File: src/rtl/spi_pkg.sv
// Shared constants and receive-state encoding for the SPI counter-frame slave.
package spi_pkg;
    typedef enum logic [1:0] {
        IDLE    = 2'd0,
        RX_HIGH = 2'd1,
        RX_LOW  = 2'd2,
        WAIT_SS = 2'd3
    } rx_state_e;

    localparam int FRAME_BITS = 16;
    localparam int BYTE_BITS  = 8;
    localparam logic [7:0] MISO_STATUS = 8'h5A;
endpackage

File: src/rtl/spi_sync_edge.sv
// N-stage synchronizer with registered rise/fall pulses for an asynchronous input.
module spi_sync_edge #(
    parameter int   STAGES = 2,
    parameter logic INIT   = 1'b0
) (
    input  logic clk,
    input  logic reset,
    input  logic d,
    output logic q,
    output logic rise,
    output logic fall
);
    logic [STAGES-1:0] chain;
    logic              prev;
    logic [STAGES:0]   fill;

    assign q = chain[STAGES-1];

    always_ff @(posedge clk) begin
        if (reset) begin
            chain <= {STAGES{INIT}};
            prev  <= INIT;
            fill  <= '0;
            rise  <= 1'b0;
            fall  <= 1'b0;
        end else begin
            chain[0] <= d;
            for (int i = 1; i < STAGES; i++) chain[i] <= chain[i-1];
            prev <= q;
            fill <= {fill[STAGES-1:0], 1'b1};
            // Edges are only reported once both q and prev hold real samples,
            // so a line already sitting at the non-idle level after reset is not an edge.
            rise <= fill[STAGES] & q & ~prev;
            fall <= fill[STAGES] & ~q & prev;
        end
    end
endmodule

File: src/rtl/spi_slave_counter_rx.sv
// SPI mode-0 slave rebuilding a 14-bit counter from a 2-byte frame; MISO returns frame count and status.
module spi_slave_counter_rx
    import spi_pkg::*;
#(
    parameter int DATA_W      = 14,
    parameter int SYNC_STAGES = 2
) (
    input  logic              clk,
    input  logic              reset,
    input  logic              sclk,
    input  logic              mosi,
    input  logic              ss,
    output logic              miso,
    output logic [DATA_W-1:0] o_counter,
    output logic              o_valid,
    output logic              o_frame_err,
    output logic              o_busy
);
    logic sclk_lvl, sclk_rise, sclk_fall;
    logic ss_lvl, ss_rise, ss_fall;
    logic [SYNC_STAGES-1:0] mosi_chain;
    logic                   mosi_s;

    rx_state_e              state;
    logic [4:0]             bit_cnt;
    logic [FRAME_BITS-1:0]  shift, shift_nxt, tx;
    logic                   extra;
    logic [7:0]             frame_cnt;

    spi_sync_edge #(.STAGES(SYNC_STAGES), .INIT(1'b0)) u_sclk_sync (
        .clk(clk), .reset(reset), .d(sclk), .q(sclk_lvl), .rise(sclk_rise), .fall(sclk_fall)
    );

    spi_sync_edge #(.STAGES(SYNC_STAGES), .INIT(1'b1)) u_ss_sync (
        .clk(clk), .reset(reset), .d(ss), .q(ss_lvl), .rise(ss_rise), .fall(ss_fall)
    );

    always_ff @(posedge clk) begin
        if (reset) begin
            mosi_chain <= '0;
        end else begin
            mosi_chain[0] <= mosi;
            for (int i = 1; i < SYNC_STAGES; i++) mosi_chain[i] <= mosi_chain[i-1];
        end
    end

    assign mosi_s    = mosi_chain[SYNC_STAGES-1];
    assign shift_nxt = {shift[FRAME_BITS-2:0], mosi_s};
    assign miso      = ~ss_lvl & tx[FRAME_BITS-1];

    always_ff @(posedge clk) begin
        if (reset) begin
            state       <= IDLE;
            bit_cnt     <= '0;
            shift       <= '0;
            extra       <= 1'b0;
            frame_cnt   <= '0;
            o_counter   <= '0;
            o_valid     <= 1'b0;
            o_frame_err <= 1'b0;
            o_busy      <= 1'b0;
        end else begin
            o_valid     <= 1'b0;
            o_frame_err <= 1'b0;
            case (state)
                IDLE: begin
                    if (ss_fall) begin
                        state   <= RX_HIGH;
                        bit_cnt <= '0;
                        shift   <= '0;
                        extra   <= 1'b0;
                        o_busy  <= 1'b1;
                    end
                end
                RX_HIGH, RX_LOW: begin
                    if (ss_rise) begin
                        state       <= IDLE;
                        o_busy      <= 1'b0;
                        o_frame_err <= 1'b1;
                    end else if (sclk_rise) begin
                        shift   <= shift_nxt;
                        bit_cnt <= bit_cnt + 5'd1;
                        if (bit_cnt == 5'(BYTE_BITS - 1)) state <= RX_LOW;
                        if (bit_cnt == 5'(FRAME_BITS - 1)) begin
                            state <= WAIT_SS;
                            if (shift_nxt[FRAME_BITS-1:DATA_W] == '0) begin
                                o_counter <= shift_nxt[DATA_W-1:0];
                                o_valid   <= 1'b1;
                                frame_cnt <= frame_cnt + 8'd1;
                            end else begin
                                o_frame_err <= 1'b1;
                            end
                        end
                    end
                end
                WAIT_SS: begin
                    // Bit count stays at 16; overrun is only remembered and reported at ss rise.
                    if (sclk_rise) extra <= 1'b1;
                    if (ss_rise) begin
                        state       <= IDLE;
                        o_busy      <= 1'b0;
                        o_frame_err <= extra;
                    end
                end
                default: state <= IDLE;
            endcase
        end
    end

    always_ff @(posedge clk) begin
        if (reset) begin
            tx <= '0;
        end else if (ss_fall && state == IDLE) begin
            tx <= {frame_cnt, MISO_STATUS};
        end else if (sclk_fall && !sclk_lvl && state != IDLE) begin
            tx <= {tx[FRAME_BITS-2:0], 1'b0};
        end
    end
endmodule

File: config.mk
export PLATFORM = sky130hd
export DESIGN_NAME = spi_slave_counter_rx
export DESIGN_NICKNAME = d
export VERILOG_FILES = /design/src/rtl/spi_pkg.sv /design/src/rtl/spi_sync_edge.sv /design/src/rtl/spi_slave_counter_rx.sv
export SDC_FILE = /design/constraint.sdc
export NUM_CORES = 1
export LEC_CHECK = 0
export CAP_MARGIN = 25
export CORE_ASPECT_RATIO = 1.4
export CORE_UTILIZATION = 59
export DETAILED_ROUTE_END_ITERATION = 8
export PLACE_DENSITY = 0.9
export SLEW_MARGIN = 5
export SYNTH_ARGS = -nofsm -noshare
export SYNTH_HDL_FRONTEND = slang
export SYNTH_SLANG_ARGS = --single-unit
File: constraint.sdc
create_clock -name clk -period 3.5 [get_ports clk]
set_input_delay 0.7 -clock clk [delete_from_list [all_inputs] [get_ports clk]]
set_output_delay 0.7 -clock clk [all_outputs]
set_load 0.005 [all_outputs]
==> out/results.txt <==
Clock Skew -> 0.008090 ns
Synth area leaders -> dfxtp_1, nand2_1, a21oi_1, nand3_1, ha_1
Synth unique cells -> 41
Area of the die -> 5437 um^2
Clock transition at the registers of the reported paths -> 0.07 ns
Post-synth EDFFs -> 0
Vias in the first global route -> 2173
Clock Sink Count -> 78
ANT cells -> 0
Synth cell count leaders -> dfxtp_1, nand2_1, a21oi_1
WS Path Type -> register to register
Antenna violations before repair -> 0
TritonCTS clock tree -> done
Crit path required time -> 3.70 ns
Post-CTS Hold Buffers -> 0
Worst slew margin -> 48.51%
Drt first pass iters -> 4
Most frequent cell after synthesis -> dfxtp_1
Number of CTS-inserted buffers -> 9
Number of fill cells in the layout -> 364
Worst-path fanout max -> 18
H-tree levels -> 3
Vert. Die Dim -> 86.85 um
DRC -> 0
Drt total wl -> 5.874 mm
Area fraction of the dominant cell type after synthesis -> 51.46%
Mapped cell area -> 3034 um^2
Fin. Hold Viols -> 0
VDD IR max -> 0.0003317 V
Layout area overhead -> 13.90%
Worst hold path class -> register to register
Most used routing layer -> met2
Yosys warnings -> 0
Num ports -> 23
Area leader, netlist -> dfxtp_1
Max frequency -> 0.4051 GHz
Met3 Use GR -> 7.199%
Prevailing post-synth register cell -> dfxtp_1
Register area share after synthesis -> 51.46%
Lkg Pwr -> 1.165 nW
Outcome -> complete, no violations
Ys async rst share -> 0%
Iter 0 DRT Violations -> 80
Starting Density -> 62.18%
Mean Syn Cell Area -> 8.898 um^2
Yosys reg bits -> 78
Clock Latency Late Sink -> 0.34 ns
Critical Path Source Type -> register
Die Width -> 62.61 um
Vias per cell -> 5.693
CTS resizes -> 0
Largest net degree at the start of global routing -> 37
Via count -> 2414
Pwr dens -> 496.1 nW/um^2
Post CTS Setup Buffer Count -> 0
Final setup violation count -> 0
Final worst path period need -> 2.468 ns
Least-Margin Pin Slew -> 0.7723 ns
RSZ-0062 raised after global routing -> false
Root buffer cell -> clkbuf_8
Worst Setup Slack, final -> 1.032 ns
Final period util -> 70.53%
Core Region -> 4880 um^2
Max cap viols -> 0
Global-route wire length before repair -> 9.832 mm
Net Count, Synth -> 352
WL/cell -> 13.85 um
GR Util met1 -> 26.39%
Worst Setup End Kind -> register
Critical path arrival -> 2.67 ns
Met2 Track Usage GR -> 39.53%
Setup TNS -> 0 ns
Mapped Cells -> 341
Post-DRT Antenna Nets -> 0
Routability cong. -> 0.7799
Detail Placement HPWL -> 3.844 mm
Nets -> 366
Clk buf depth -> 2
# port buffers -> 22
Pins Over Slew Limit -> 0
Layout cells sized above 1 -> 8.333%
Pre-CTS WS -> 1.067 ns
GRT overflow -> 0
GRT Overall Usage -> 23.38%
Row Count -> 30
final cells by class:
cell class                 count  area, um^2  share of cell area (%)
timing repair buffer          26       245.2                   7.096
sequential                    78        1562                   45.18
inverter                       6       22.52                  0.6517
clock buffer                  13       148.9                   4.308
tap                           64       80.08                   2.317
clock inverter                 3       67.56                   1.955
multi-input combinational    234        1330                   38.49
critical path: stages, from the launching register on:
cell      delay, ns
dfxtp_1        0.35
inv_1          0.07
ha_1           0.57
nand4b_2       0.27
or2_1          0.56
o311ai_4       0.38
o41ai_2        0.11
per-layer routing:
layer	wire [um]	up-vias
met4	173	0
met3	259	16
met5	0	-
met1	2488	1138
li1	-	1196
met2	2953	64
flip-flops by register name, indices dropped and copies added, names as in the netlist:
| signal | cells |
|---|---|
| bit_cnt | 5 |
| extra | 1 |
| frame_cnt | 8 |
| mosi_chain | 2 |
| o_busy | 1 |
| o_counter | 14 |
| o_frame_err | 1 |
| o_valid | 1 |
| shift | 15 |
| state | 2 |
| tx | 15 |
| u_sclk_sync.chain | 2 |
| u_sclk_sync.fall | 1 |
| u_sclk_sync.fill | 3 |
| u_sclk_sync.prev | 1 |
| u_sclk_sync.rise | 1 |
| u_ss_sync.chain | 2 |
| u_ss_sync.fall | 1 |
| u_ss_sync.prev | 1 |
| u_ss_sync.rise | 1 |
stage by stage:
stage          util (%)  hold slack [ns]  cell area (um^2)  instances  total power, mW
2_1_floorplan         -           0.3892              3034        341           0.9902
3_3_place_gp      66.38           0.3983              3239        408            1.006
3_5_place_dp      66.38           0.4054              3239        408            1.009
4_1_cts           70.82           0.4149              3456        424            1.722
5_1_grt           70.82           0.4386              3456        424            1.776
6_report          70.82           0.4124              3456        424            1.714
path summary, 6_finish.rpt:
| kind | startpoint | end | slack (ns) | cells past startpoint |
|---|---|---|---|---|
| setup / recovery | state[0] | frame_cnt[7] | 1.03 | 6 |
| hold / removal | u_ss_sync.prev | u_ss_sync.rise | 0.41 | 1 |
| setup reg to reg | state[0] | frame_cnt[7] | 1.03 | 6 |
| hold reg to reg | u_ss_sync.prev | u_ss_sync.rise | 0.41 | 1 |
placed cells by master, fill, tap and decap left out, types with 2 or more instances in the layout:
cell type and n:
a211oi_1 3, a21oi_1 46, a221oi_1 2, a22oi_1 8, buf_4 4, bufinv_16 2
clkbuf_1 3, clkbuf_8 10, clkdlybuf4s50_1 21, dfxtp_1 78, ha_1 6, inv_1 6
mux2i_1 6, nand2_1 62, nand3_1 21, nand3b_1 2, nor2_1 15, nor2b_1 9
nor3_1 12, nor3b_1 4, nor4_1 3, o21ai_0 5, or2_1 2, or2_2 4
or3b_2 2, xnor2_1 7
cells by family after synthesis:
family	share of synthesized area [%]
AOI/OAI and AO/OA	14.19
xor gates and xnor gates	2.021
adders and majority gates	2.474
buffers and inverters	4.701
DFF	51.46
muxes	1.979
and+or+nand+nor	23.18
where the power goes:
| group | total [mW] | internal, mW | leakage [nW] | switching (mW) |
|---|---|---|---|---|
| clock network | 0.725 | 0.422 | 0.104 | 0.302 |
| logic | 0.0892 | 0.0279 | 0.430 | 0.0614 |
| registers | 0.900 | 0.896 | 0.630 | 0.00471 |
(Power assumes the default switching activity.)
